**config.mk**
```make
export PLATFORM = sky130hd
export DESIGN_NAME = display_scan_ctrl
export DESIGN_NICKNAME = d
export VERILOG_FILES = /design/src/rtl/display_scan_ctrl.sv
export SDC_FILE = /design/constraint.sdc
export NUM_CORES = 1
export LEC_CHECK = 0
export BUFFER_PORTS_ARGS = -buffer_cell sky130_fd_sc_hd__buf_2
export CORE_UTILIZATION = 35
export CTS_CLUSTER_DIAMETER = 150
export DETAILED_ROUTE_END_ITERATION = 10
export PLACE_DENSITY = 0.5
export SLEW_MARGIN = 20
export SYNTH_ARGS = -nofsm -noshare
export SYNTH_HDL_FRONTEND = slang
export SYNTH_SLANG_ARGS = --single-unit
```
**constraint.sdc**
```tcl
create_clock -name CLK_100MHZ -period 7.1 [get_ports CLK_100MHZ]
set_clock_uncertainty 0.15 [all_clocks]
set_input_delay 1.065 -clock CLK_100MHZ [delete_from_list [all_inputs] [get_ports CLK_100MHZ]]
set_output_delay 1.065 -clock CLK_100MHZ [all_outputs]
set_load 0.05 [all_outputs]
```
**src/rtl/display_scan_ctrl.sv**
```systemverilog
// Multiplexed 8-digit 7-segment scanner: per-slot blank gap, PWM brightness window,
// and a shadow digit bank that is copied to the displayed bank only at a frame boundary.
module display_scan_ctrl #(
  parameter int CLK_HZ       = 100_000_000,
  parameter int REFRESH_HZ   = 1000,
  parameter int NUM_DIGITS   = 8,
  parameter int BLANK_CYCLES = 200
) (
  input  logic       CLK_100MHZ,
  input  logic       RST_N,
  input  logic       WR_EN,
  input  logic [2:0] WR_ADDR,
  input  logic [5:0] WR_DATA,
  input  logic       COMMIT,
  input  logic [2:0] BRIGHT,
  output logic       COMMIT_PENDING,
  output logic       FRAME_TICK,
  output logic [7:0] AN,
  output logic [6:0] SEG,
  output logic       DP
);
  localparam int SLOT   = CLK_HZ / REFRESH_HZ;
  localparam int ON     = SLOT - BLANK_CYCLES;
  localparam int CNT_W  = (SLOT > 2) ? $clog2(SLOT) : 1;
  localparam int DUTY_W = CNT_W + 4;

  localparam logic [CNT_W-1:0] BLANK_LAST = CNT_W'(BLANK_CYCLES - 1);
  localparam logic [CNT_W-1:0] ON_LAST    = CNT_W'(ON - 1);

  localparam logic [0:0] ST_BLANK = 1'b0;
  localparam logic [0:0] ST_ON    = 1'b1;

  if (ON < 8) begin : g_on_check
    $error("display_scan_ctrl: ON window (SLOT - BLANK_CYCLES) must be at least 8 cycles");
  end
  if (BLANK_CYCLES < 1) begin : g_blank_check
    $error("display_scan_ctrl: BLANK_CYCLES must be at least 1");
  end
  if (NUM_DIGITS != 8) begin : g_digits_check
    $error("display_scan_ctrl: only 8 digits are supported");
  end

  logic [0:0]        state;
  logic [CNT_W-1:0]  cnt;
  logic [2:0]        idx;
  logic [2:0]        bright_q;
  logic              pending;
  logic [5:0]        shadow [8];
  logic [5:0]        active [8];

  logic              slot_start;
  logic              frame_start;
  logic              do_copy;
  logic [DUTY_W-1:0] bright_plus1;
  logic [DUTY_W-1:0] duty_prod;
  logic [DUTY_W-1:0] duty;
  logic [5:0]        cur;
  logic              lit;
  logic [7:0]        an_p0;
  logic [6:0]        seg_p0;
  logic              dp_p0;

  function automatic logic [6:0] seg_decode(input logic [3:0] h);
    logic [6:0] s;
    case (h)
      4'h0: s = 7'h40;  4'h1: s = 7'h79;  4'h2: s = 7'h24;  4'h3: s = 7'h30;
      4'h4: s = 7'h19;  4'h5: s = 7'h12;  4'h6: s = 7'h02;  4'h7: s = 7'h78;
      4'h8: s = 7'h00;  4'h9: s = 7'h10;  4'hA: s = 7'h08;  4'hB: s = 7'h03;
      4'hC: s = 7'h46;  4'hD: s = 7'h21;  4'hE: s = 7'h06;  default: s = 7'h0E;
    endcase
    return s;
  endfunction

  assign slot_start  = (state == ST_BLANK) && (cnt == '0);
  assign frame_start = slot_start && (idx == 3'd0);
  assign do_copy     = frame_start && pending;

  // Brightness window: DUTY = ((BRIGHT+1)*ON)>>3 using the value latched at slot start.
  assign bright_plus1 = DUTY_W'(bright_q) + DUTY_W'(1);
  assign duty_prod    = bright_plus1 * DUTY_W'(ON);
  assign duty         = duty_prod >> 3;

  assign cur    = active[idx];
  assign lit    = (state == ST_ON) && cur[5] && (DUTY_W'(cnt) < duty);
  assign an_p0  = lit ? ~(8'b1 << idx) : 8'hFF;
  assign seg_p0 = lit ? seg_decode(cur[3:0]) : 7'h7F;
  assign dp_p0  = lit ? ~cur[4] : 1'b1;

  always_ff @(posedge CLK_100MHZ or negedge RST_N) begin
    if (!RST_N) begin
      state    <= ST_BLANK;
      cnt      <= '0;
      idx      <= 3'd0;
      bright_q <= 3'd0;
    end else begin
      if (slot_start) bright_q <= BRIGHT;
      case (state)
        ST_BLANK: begin
          if (cnt == BLANK_LAST) begin
            state <= ST_ON;
            cnt   <= '0;
          end else begin
            cnt <= cnt + 1'b1;
          end
        end
        default: begin
          if (cnt == ON_LAST) begin
            state <= ST_BLANK;
            cnt   <= '0;
            idx   <= (idx == 3'd7) ? 3'd0 : idx + 3'd1;
          end else begin
            cnt <= cnt + 1'b1;
          end
        end
      endcase
    end
  end

  // The copy takes the pre-edge shadow, so a write on the copy edge lands in the next commit.
  always_ff @(posedge CLK_100MHZ or negedge RST_N) begin
    if (!RST_N) begin
      for (int i = 0; i < 8; i++) begin
        shadow[i] <= 6'd0;
        active[i] <= 6'd0;
      end
      pending <= 1'b0;
    end else begin
      if (do_copy) begin
        for (int i = 0; i < 8; i++) active[i] <= shadow[i];
      end
      if (WR_EN) shadow[WR_ADDR] <= WR_DATA;
      if (COMMIT)       pending <= 1'b1;
      else if (do_copy) pending <= 1'b0;
    end
  end

  // Registered output stage
  always_ff @(posedge CLK_100MHZ or negedge RST_N) begin
    if (!RST_N) begin
      AN         <= 8'hFF;
      SEG        <= 7'h7F;
      DP         <= 1'b1;
      FRAME_TICK <= 1'b0;
    end else begin
      AN         <= an_p0;
      SEG        <= seg_p0;
      DP         <= dp_p0;
      FRAME_TICK <= frame_start;
    end
  end

  assign COMMIT_PENDING = pending;

endmodule

```
* Word-level counts from Yosys, hierarchy flattened
Memory sizes are Yosys's and may differ from the RTL's. Index checks and enable logic that the tools add are counted.
Storage, ports and cells: input port bits 16, flip-flop bits (word level) 138, memory bits (read-only) 112, output and inout bits 18, memories 1, logic and storage cells 71
Operators by class: eq/ne operators 3, add/sub/neg operators 3, $mul 1, bitwise gates (word level) 5, shift-type cells 1, order comparisons 4, reduce and logical (&&, ||, !) cells 10, multiplexer cells 18
Memories:
- (name not given) | depth 16, bits a word 7, read ports 1, clocked after memory_dff 0, wr ports 0, RTL line 65 | case (h)
Operator list (count):
- $mux 17 | 3
- $bwmux 48 | 1
- $bmux 6 s3 | 1
- $demux 6 s3 | 1
- $lt 17x18->1 | 1
- $mul 4x14->18 const B | 1
- $mux 6 | 3
- $add 17x1->17 const B | 1
- $eq 17x17->1 const B | 1
- $eq 17x8->1 const B | 1
- $logic_not 17->1 | 1
- $ge 4x4->1 const B | 2
- $mux 8 | 1
- $not 3->4 | 2
- $not 8->8 | 1
- $shl 1x3->8 const A | 1
- $mux 7 | 1
- $logic_and 1x1->1 | 6
- $mux 1 | 6
- $add 3x1->4 const B | 1
- $lt 4x1->1 const B | 1
- $add 3x1->3 const B | 1
- $eq 3x3->1 const B | 1
- $logic_not 3->1 | 1
- 4 further kinds | 5

* Longest topological paths before layout
Gate-level depths: netlist of run 1.
depth in word-level cells 7, depth in mapped cells 20, depth with buffers taken out 19

* Worst setup path before layout of run 1
No wires, ideal clock.
path type register -> register, start register bright_q[0], end register AN[4], setup slack 1870 ps, required time 6862 ps, stages on the path, launching flop included 20, setup time 88 ps, arrival time 4992 ps, cell sequence dfrtp_1 > ha_1 > xor2_1 > ha_1 > xor2_1 > ha_1 > or2_2 > ha_1 > a41o_1 > a21boi_0 > o21bai_1 > a21oi_1 > xor2_1 > ha_1 > a211oi_1 > o21ai_0 > a211o_1 > a211oi_1 > buf_2 > nand3_1
On the way: word-level cells in the longest chain between the ends 5
RTL lines:
- start, declared | RTL line 46 | logic [2:0] bright_q;
- start signal, assigned | RTL line 94 | bright_q <= 3'd0;
- start signal, assigned | RTL line 96 | if (slot_start) bright_q <= BRIGHT;
- $add 3x1->4 | RTL line 79 | assign bright_plus1 = DUTY_W'(bright_q) + DUTY_W'(1);
- $mul 4x14->18 | RTL line 80 | assign duty_prod = bright_plus1 * DUTY_W'(ON);
- $lt 17x18->1 | RTL line 84 | assign lit = (state == ST_ON) && cur[5] && (DUTY_W'(cnt) < duty);
- $logic_and 1x1->1 | RTL line 84
- $mux 8 | RTL line 85 | assign an_p0 = lit ? ~(8'b1 << idx) : 8'hFF;
- via an_p0[4] | RTL line 59 | logic [7:0] an_p0;
- end signal, assigned | RTL line 145 | AN <= an_p0;
- end, declared | RTL line 18 | output logic [7:0] AN,
The timed path passes the listed nets, and every way through them passes these cells. A chain may end at the register's enable or synchronous reset.

* Final worst setup path of run 1
start register bright_q[0], end register SEG[2]
On the way: word-level cells in the longest chain between the ends 5
RTL lines:
- $add 3x1->4 | RTL line 79
- $mul 4x14->18 | RTL line 80
- $lt 17x18->1 | RTL line 84
- $logic_and 1x1->1 | RTL line 84
- $mux 7 | RTL line 86 | assign seg_p0 = lit ? seg_decode(cur[3:0]) : 7'h7F;
- via seg_p0[2] | RTL line 60 | logic [6:0] seg_p0;
- end signal, assigned | RTL line 146 | SEG <= seg_p0;
- end, declared | RTL line 19 | output logic [6:0] SEG,
The timed path passes the listed nets, and every way through them passes these cells.

==> impl_metrics.tcl, run 1 <==
set metrics [dict create \
    outcome "completed" \
    portBuffers 33 \
    syn_area_sq_um 7090 \
    die_h_um 144 \
    grt_pass1_vias 4367 \
    synthAdderAreaFrac 0.105 \
    cts-buffers-inserted 17 \
    synth_area_per_cell_sq_um 13.2 \
    powerDensity_nw_per_um2 243 \
    core_area_sq_um 19700 \
    cts_setup_buffers 0 \
    synth_most_common_cell "dfrtp_1" \
    wire_per_inst_um 16.7 \
    num_rows 51 \
    final_cells 853 \
    dr.pass1.iters 4 \
    fmax_mhz 170 \
    ys_async_sr_fraction 1.00 \
    initial_core_util 0.361 \
    synth_top_family_by_area "multiplexers" \
    place_inst 821 \
    drv_slew 0 \
    grt_usage 0.152 \
    worstReg2RegStart "bright_q[0]" \
    synth_cell_type_count 52 \
    fp.dieArea_sq_um 20800 \
    hold_path.class "flip-flop to flip-flop" \
    ff2ff_path_depth 18 \
    area_delta_synth_final_pct 14.6 \
    maxSlewHeadroom 0.410 \
    fin_crit_sh 0.830 \
    cap_violations 0 \
    antenna_cells 0 \
    place_worst_setup_slack_ns 0.936 \
    postRouteAntennaNets 0 \
    first_iter_violations 147 \
    yosysSeqAreaShare 0.490 \
    ff2ff_setup_slack_ns 1.21 \
    cts_max_level 4 \
    synth_area_leaders "dfrtp_1 (43%), mux2_2 (13%), ha_1 (9.4%), dfstp_2 (5.9%), mux2_4 (4.2%)" \
    layout.nets 648 \
    finalCriticalPeriod_ns 5.89 \
    drc 0 \
    cts.sinks 138 \
    cp-end-kind "flip-flop" \
    grt-ovfl-total 0 \
    synth_compound_area_frac 0.0447 \
    dp_hpwl_um 9990 \
    cts_hold_buffers 0 \
    cts.path.max_buffers 2 \
    synth-simple-area-share 0.0824 \
    synth_seq_cells 138 \
    antenna_found_initial 0 \
    vias 4192 \
    hold-worst-slack_ns 0.346 \
    yosys.area_share.xor_xnor 0.0334 \
    arrival_ns 6.03 \
    grt_max_degree 78 \
    synth_common_cells "dfrtp_1 (122), mux2_2 (82), ha_1 (53)" \
    wirelength_um 14300 \
    synth_top_area_share 0.431 \
    drt-vias-per-instance 4.91 \
    hold_end "active[22]" \
    worstPathMaxFanout 16 \
    cts_resized 0 \
    synth_ff_type "dfrtp_1" \
    clk_pin_slew_ns 0.06 \
    power_mw 1.97 \
    layout_setup_ws_ns 1.21 \
    hold_depth 1 \
    yosysWarningCount 0 \
    synthCells 537 \
    vdd_drop_max_mv 0.189 \
    layout-drive-gt1-share 0.359 \
    hold_violations 0 \
    grt_setup_unrepaired "false" \
    startpoint_type "flip-flop" \
    crit_type "flip-flop to flip-flop" \
    worst_ep_required_time_ns 7.23 \
    synth-edff-count 0 \
    hp-start "shadow[22]" \
    synthMuxAreaShare 0.218 \
    gp_congestion 0.837 \
    synth_fp_nets 610 \
    worstReg2RegEnd "SEG[2]" \
    setup_viol 0 \
    clock_latency_ns 0.42 \
    cts_tree "built" \
    io_pins 34 \
    synth.largest_area_cell "dfrtp_1" \
    leakagePower_nw 3.74 \
    max_slew.worst_pin.slew_ns 0.862 \
    tns_ns 0 \
    cts_root_buffer "clkbuf_16" \
    die_w_um 144 \
    grt_first_pass_wirelength_um 23400 \
]
-- registers in the layout (all words and copies together) (netlist names) --
register	count
FRAME_TICK	1
cnt	17
state	1
COMMIT_PENDING	1
shadow	48
idx	3
bright_q	3
SEG	7
AN	8
active	48
DP	1
-- metrics by stage --
| step | instance area (sq um) | utilization |
|---|---|---|
| 6_report | 8130 | 0.414 |
| 5_1_grt | 8130 | 0.414 |
| 4_1_cts | 8110 | 0.413 |
| 3_5_place_dp | 7540 | 0.383 |
| 3_3_place_gp | 7540 | 0.383 |
| 2_1_floorplan | 7090 | - |
-- layer usage --
layer / share of wire / GRT usage / up-vias
met4: 0.014 / 0.0499 / 0
li1: - / - / 2006
met5: 0 / 0 / -
met1: 0.52 / 0.217 / 2119
met2: 0.44 / 0.223 / 53
met3: 0.028 / 0.0374 / 14
-- cell usage in the layout, fill, tap and decap left out, drive strengths merged, types with 5 or more instances in the layout --
cell    instances
a21o            7
mux2i           5
nand4           6
nor3            7
mux4           12
mux2          102
nor4            5
dfrtp         122
clkbuf         22
xor2           11
nand2          28
dfstp          16
o21ai          11
xnor2          16
ha             53
nand3          17
inv            26
a21oi          11
buf            36
nor2           17
-- where the power goes --
part / switching, mW / internal [mW]
sequential: 0.0316 / 0.851
combinational: 0.123 / 0.120
clock: 0.330 / 0.518
-- kinds of logic (layout without fill, tap and decap cells) --
| logic type | after synthesis | after routing |
|---|---|---|
| AO/OA/AOI/OAI | 48 | 48 |
| XOR/XNOR | 27 | 27 |
| adder cells (fa/ha/maj) | 57 | 57 |
| buffers and inverters | 42 | 93 |
| flip-flops | 138 | 138 |
| multiplexers | 119 | 119 |
| AND/OR/NAND/NOR | 106 | 106 |
-- area by class of cell --
type	count	area, sq um
Sequential cell	138	3470
Fill cell	1859	11500
Tap cell	265	332
Clock inverter	10	91.3
Inverter	25	93.8
Timing Repair Buffer	36	194
Multi-Input combinational cell	357	3460
Clock buffer	22	484
-- worst max-delay path by stage --
stage | start | endpoint | slack [ns] | depth (start not counted)
detailed placement | bright_q[0] | SEG[2] | 0.94 | 18
global route | bright_q[0] | SEG[2] | 0.78 | 18
floorplan | bright_q[0] | AN[4] | 1.87 | 19
finish | bright_q[0] | SEG[2] | 1.21 | 18
global placement | bright_q[0] | SEG[2] | 1.12 | 18
CTS | bright_q[0] | SEG[2] | 0.92 | 18
-- critical path, stage by stage, from the launching register on --
cell	delay, ns
dfrtp_1	0.53
ha_1	0.22
xor2_1	0.56
ha_1	0.39
xor2_1	0.17
ha_1	0.18
or2_2	0.30
ha_1	0.32
a41o_1	0.24
a21boi_0	0.40
o21bai_1	0.10
a21oi_1	0.19
xor2_1	0.18
ha_1	0.28
a211oi_1	0.23
o21ai_0	0.12
a211o_1	0.31
a211oi_4	0.61
o311ai_0	0.27
No activity file was read; power rests on OpenSTA's default activity.
==> run 2: changes to the inputs <==
Settings changed: ABC_AREA set to 1, PLACE_DENSITY 0.5 to 0.52.
Clock period 7.1 ns to 5.1 ns, I/O delays scaled along.
==> run 2 against run 1 <==
  * Maximum frequency is 29% higher
  * Critical path depth up 6
  * Global-route usage rose by 2.8 points
  * Routed wire length increased by 29%
  * Combinational power grew 29%
  * Largest power group is now clock
  * Die area is 7.9% higher
  * Total power rose by 42%
  * Worst setup slack worse by 0.69 ns
  * Hold slack worse by 0.17 ns
  * Critical endpoint is now DP
  * Highest routed layer unchanged
  * Final area up 5.9%
  * First-iteration DRC count grew to 2.7 times the previous value
  * Register-to-register slack worse by 0.69 ns
==> impl_metrics.tcl, run 2 <==
set metrics [dict create \
    postRouteAntennaNets 0 \
    synth_area_leaders "dfrtp_1 (40%), nand2_1 (14%), ha_1 (8.7%), nand3_1 (6.9%), dfstp_2 (5.5%)" \
    num_rows 53 \
    tns_ns 0 \
    worstPathMaxFanout 16 \
    vdd_drop_max_mv 0.189 \
    dp_hpwl_um 12200 \
    ff2ff_setup_slack_ns 0.52 \
    hold_violations 0 \
    synth_cell_type_count 40 \
    grt_setup_unrepaired "false" \
    ys_async_sr_fraction 1.00 \
    synth_seq_cells 138 \
    synth-edff-count 0 \
    die_h_um 150 \
    crit_type "flip-flop to flip-flop" \
    setup_viol 0 \
    layout_setup_ws_ns 0.516 \
    antenna_found_initial 0 \
    die_w_um 150 \
    powerDensity_nw_per_um2 326 \
    drt-vias-per-instance 4.80 \
    synth_common_cells "nand2_1 (286), dfrtp_1 (122), nand3_1 (106)" \
    clk_pin_slew_ns 0.06 \
    clock_latency_ns 0.43 \
    synth_fp_nets 1008 \
    drc 0 \
    fp.dieArea_sq_um 22500 \
    core_area_sq_um 21200 \
    synth_most_common_cell "nand2_1" \
    mostFrequentLayoutCell "nand2_1" \
    startpoint_type "flip-flop" \
    syn_area_sq_um 7660 \
    io_pins 34 \
    leakagePower_nw 4.43 \
    gp_congestion 0.870 \
    grt_first_pass_wirelength_um 31000 \
    first_iter_violations 394 \
    max_slew.worst_pin.slew_ns 0.969 \
    maxSlewHeadroom 0.353 \
    power_mw 2.81 \
    final_cells 1247 \
    synth_top_area_share 0.399 \
    place_inst 1215 \
    grt_usage 0.180 \
    cts_hold_buffers 0 \
    antenna_cells 0 \
    cts_root_buffer "clkbuf_16" \
    vias 5983 \
    synth.largest_area_cell "dfrtp_1" \
    synthCells 935 \
    layout.nets 1032 \
    outcome "completed" \
    cts_setup_buffers 0 \
    place_worst_setup_slack_ns 0.350 \
    grt_max_degree 67 \
    portBuffers 33 \
    yosysSeqAreaShare 0.454 \
    cts.sinks 138 \
    initial_core_util 0.361 \
    finalCriticalPeriod_ns 4.58 \
    wirelength_um 18400 \
    layout-drive-gt1-share 0.120 \
    synth_ff_type "dfrtp_1" \
    cap_violations 0 \
    hold_path.class "input pin to asynchronous set/reset pin" \
    fin_crit_sh 0.899 \
    yosysWarningCount 0 \
    wire_per_inst_um 14.7 \
    grt-ovfl-total 0 \
    cts_max_level 4 \
    arrival_ns 4.75 \
    worst_ep_required_time_ns 5.26 \
    grt_pass1_vias 5804 \
    reg_top3 "active (48), shadow (48), cnt (17)" \
    cts-buffers-inserted 17 \
    synth_area_per_cell_sq_um 8.19 \
    cts.path.max_buffers 2 \
    cp-end-kind "flip-flop" \
    dr.pass1.iters 5 \
    fmax_mhz 218 \
    cts_resized 0 \
    area_delta_synth_final_pct 12.4 \
    cts_tree "built" \
    layout_common_cells "nand2_1 (286), dfrtp_1 (122), nand3_1 (106)" \
    drv_slew 0 \
]
==> run 2: worst paths after layout <==
check,cells past startpoint,end,start
worst max-delay path,24,DP,bright_q[0]
worst min-delay path,1,shadow[3],RST_N
worst max register to register,24,DP,bright_q[0]
worst min register to register,2,active[37],active[37]
max in group asynchronous,2,SEG[0],RST_N
min in group CLK_100MHZ,2,active[37],active[37]
==> run 2: metal layers <==
layer	share of wire	track usage
met4	0.011	0.0540
met3	0.042	0.0366
met2	0.45	0.277
met5	0	0
met1	0.50	0.254
==> run 2: stage by stage <==
step                 util  hold slack, ns  area (sq um)
finish              0.406           0.173          8610
global route        0.406           0.214          8610
CTS                 0.405           0.205          8600
detailed placement  0.377           0.315          7990
global placement    0.377           0.313          7990
floorplan               -           0.294          7660
==> run 2: area by class of cell <==
class | instances | area [sq um]
clock buffer | 22 | 464
inverter | 108 | 410
fill | 2202 | 12600
timing repair buffer | 40 | 224
clock inverter | 10 | 141
tap | 275 | 344
sequential | 138 | 3470
multi-input combinational | 654 | 3550
==> run 2: cells by family after synthesis <==
kind of cell	Yosys count	share of synthesized area
buffers and inverters	143	0.0841
flip-flops	138	0.454
AND/OR/NAND/NOR	482	0.274
XOR/XNOR	18	0.0206
adder cells (fa/ha/maj)	57	0.0970
AO/OA/AOI/OAI	97	0.0707
==> run 2: power by group <==
group	switching (mW)	internal (mW)	total (mW)
Clock	0.481	0.796	1.28
Combinational	0.192	0.122	0.314
Sequential	0.0398	1.18	1.22
Total	0.712	2.09	2.81
==> run 2: critical path: stages (launching register included) <==
cell and delay, ns:
dfrtp_1 0.52, inv_1 0.22, ha_1 0.40, inv_1 0.14
ha_1 0.21, nand2_1 0.06, inv_1 0.09, nor2_1 0.06
ha_1 0.17, or2_2 0.29, ha_1 0.33, a31oi_1 0.13
o21ai_1 0.26, nand3_1 0.13, nand3_1 0.10, nand2_1 0.07
ha_1 0.29, a21oi_1 0.15, o21a_1 0.13, nand2_1 0.06
nand3_1 0.08, nand2_1 0.06, nor2_2 0.08, buf_4 0.21
nand3_1 0.11
==> run 3: changes to the inputs <==
Settings changed: CORE_UTILIZATION 35 to 23, PLACE_DENSITY 0.52 to unset, PLACE_DENSITY_LB_ADDON set to 0.25.
==> run 3 against run 2 <==
  * Routed wire length is 7.5% higher
  * Hold slack worse by 0.093 ns
  * Highest routed layer unchanged
  * Via count is 0.15% lower
  * Maximum frequency is 0.82% lower
  * Count of clock-buffer cells in the layout is 2 lower
  * Register-to-register slack worse by 0.04 ns
  * Critical path depth is 1 higher
  * Die area is 51% higher
  * Flip-flop and latch count stayed put
  * Clock power hardly changed
  * Sequential power hardly changed
  * Non-clock buffer count stayed put
==> impl_metrics.tcl, run 3 (same netlist as run 2, synthesis figures left out) <==
set metrics [dict create \
    vias 5974 \
    area_delta_synth_final_pct 14.9 \
    reg_top3 "active (48), shadow (48), cnt (17)" \
    antenna_cells 0 \
    cts_root_buffer "clkbuf_16" \
    num_rows 66 \
    grt_setup_unrepaired "false" \
    place_worst_setup_slack_ns 0.367 \
    outcome "completed" \
    hold_path.class "input pin to asynchronous set/reset pin" \
    cap_violations 0 \
    die_w_um 184 \
    cts-buffers-inserted 17 \
    worstPathMaxFanout 16 \
    hold_violations 0 \
    die_h_um 184 \
    finalInstanceArea_sq_um 8800 \
    drt-vias-per-instance 4.22 \
    grt_pass1_vias 6033 \
    layout_setup_ws_ns 0.479 \
    tns_ns 0 \
    fmax_mhz 216 \
    leakagePower_nw 4.41 \
    ff2ff_setup_slack_ns 0.48 \
    initial_core_util 0.235 \
    dr.pass1.iters 5 \
    power_mw 2.79 \
    grt_usage 0.127 \
    maxSlewHeadroom 0.349 \
    clock_latency_ns 0.43 \
    startpoint "bright_q[0]" \
    placed_area_sq_um 8200 \
    fp.dieArea_sq_um 34000 \
    worst_ep_required_time_ns 5.27 \
    mostFrequentLayoutCell "nand2_1" \
    first_iter_violations 435 \
    dp_hpwl_um 13300 \
    cp-end-kind "flip-flop" \
    setup_viol 0 \
    setup.worst_path.end "AN[4]" \
    drv_slew 0 \
    antenna_found_initial 0 \
    wirelength_um 19700 \
    worstReg2RegStart "bright_q[0]" \
    vdd_drop_max_mv 0.233 \
    fin_crit_sh 0.906 \
    core_area_sq_um 32600 \
    io_pins 34 \
    grt_first_pass_wirelength_um 32900 \
    grt_max_degree 55 \
    ff2ff_path_depth 25 \
    postRouteAntennaNets 0 \
    worstReg2RegEnd "AN[4]" \
    clk_pin_slew_ns 0.07 \
    finalCriticalPeriod_ns 4.62 \
    crit_type "flip-flop to flip-flop" \
    drc 0 \
    gp_congestion 0.809 \
    cts_tree "built" \
    startpoint_type "flip-flop" \
    cts_setup_buffers 0 \
    powerDensity_nw_per_um2 317 \
    cts.sinks 138 \
    grt-ovfl-total 0 \
    layout-drive-gt1-share 0.120 \
    layout.nets 1032 \
    cts_max_level 4 \
    wire_per_inst_um 14.0 \
    layout_common_cells "nand2_1 (286), dfrtp_1 (122), nand3_1 (106)" \
    max_slew.worst_pin.slew_ns 0.974 \
    portBuffers 33 \
    arrival_ns 4.79 \
    cts.path.max_buffers 2 \
]
-- run 3: power by group --
group | internal (mW) | switching, mW
registers | 1.18 | 0.0390
clock network | 0.752 | 0.511
logic | 0.121 | 0.193
-- run 3: metal layers --
metal | global-route usage | wire length [um] | up-vias
met2 | 0.193 | 8500 | 84
met1 | 0.178 | 10300 | 2810
li1 | - | - | 3060
met4 | 0.0340 | 213 | 0
met3 | 0.0310 | 736 | 20
met5 | 0 | 0 | -
-- run 3: final cells by class --
cell class              instances  area (sq um)
well taps                     442           553
clock inverters                12           138
repair buffers                 40           224
inverters                     108           410
clock buffers                  20           457
fillers                      3570         23800
flip-flops and latches        138          3470
multi-input cells             654          3540
-- run 3: how the worst min path moves through the flow --
stage | endpoint | cells past startpoint | startpoint | slack [ns]
3_3_place_gp | active[46] | 2 | active[46] | 0.31
5_1_grt | shadow[25] | 1 | RST_N | 0.09
4_1_cts | shadow[25] | 1 | RST_N | 0.08
2_1_floorplan | active[11] | 2 | active[11] | 0.29
3_5_place_dp | active[46] | 2 | active[46] | 0.31
6_report | shadow[25] | 1 | RST_N | 0.08
-- run 3: timing repair --
action | 4_1_cts | 5_1_grt
setup endpoints to repair | 0 | 16
resized for setup | 0 | 1
hold buffers | 0 | 0
-- run 3: worst max-delay path: stages (launching register included) --
cell	delay [ns]
dfrtp_1	0.49
ha_1	0.26
xnor2_1	0.23
inv_1	0.20
ha_1	0.36
nand2_1	0.06
inv_1	0.08
nor2_1	0.06
ha_1	0.17
or2_2	0.29
ha_1	0.32
a31oi_1	0.25
o21ai_1	0.14
nand3_1	0.11
nand2_1	0.05
nand2_1	0.05
nand2_1	0.06
ha_1	0.29
a21oi_1	0.15
o21a_1	0.13
nand2_1	0.06
nand3_1	0.09
nand2_1	0.06
nor2_2	0.07
buf_4	0.21
nand3_1	0.10
-- run 3: through the flow --
| step | instances | utilization | hold slack (ns) |
|---|---|---|---|
| floorplan | 935 | - | 0.294 |
| global placement | 1382 | 0.251 | 0.311 |
| detailed placement | 1382 | 0.251 | 0.312 |
| CTS | 1414 | 0.270 | 0.0839 |
| global route | 1414 | 0.270 | 0.0923 |
| finish | 1414 | 0.270 | 0.0797 |
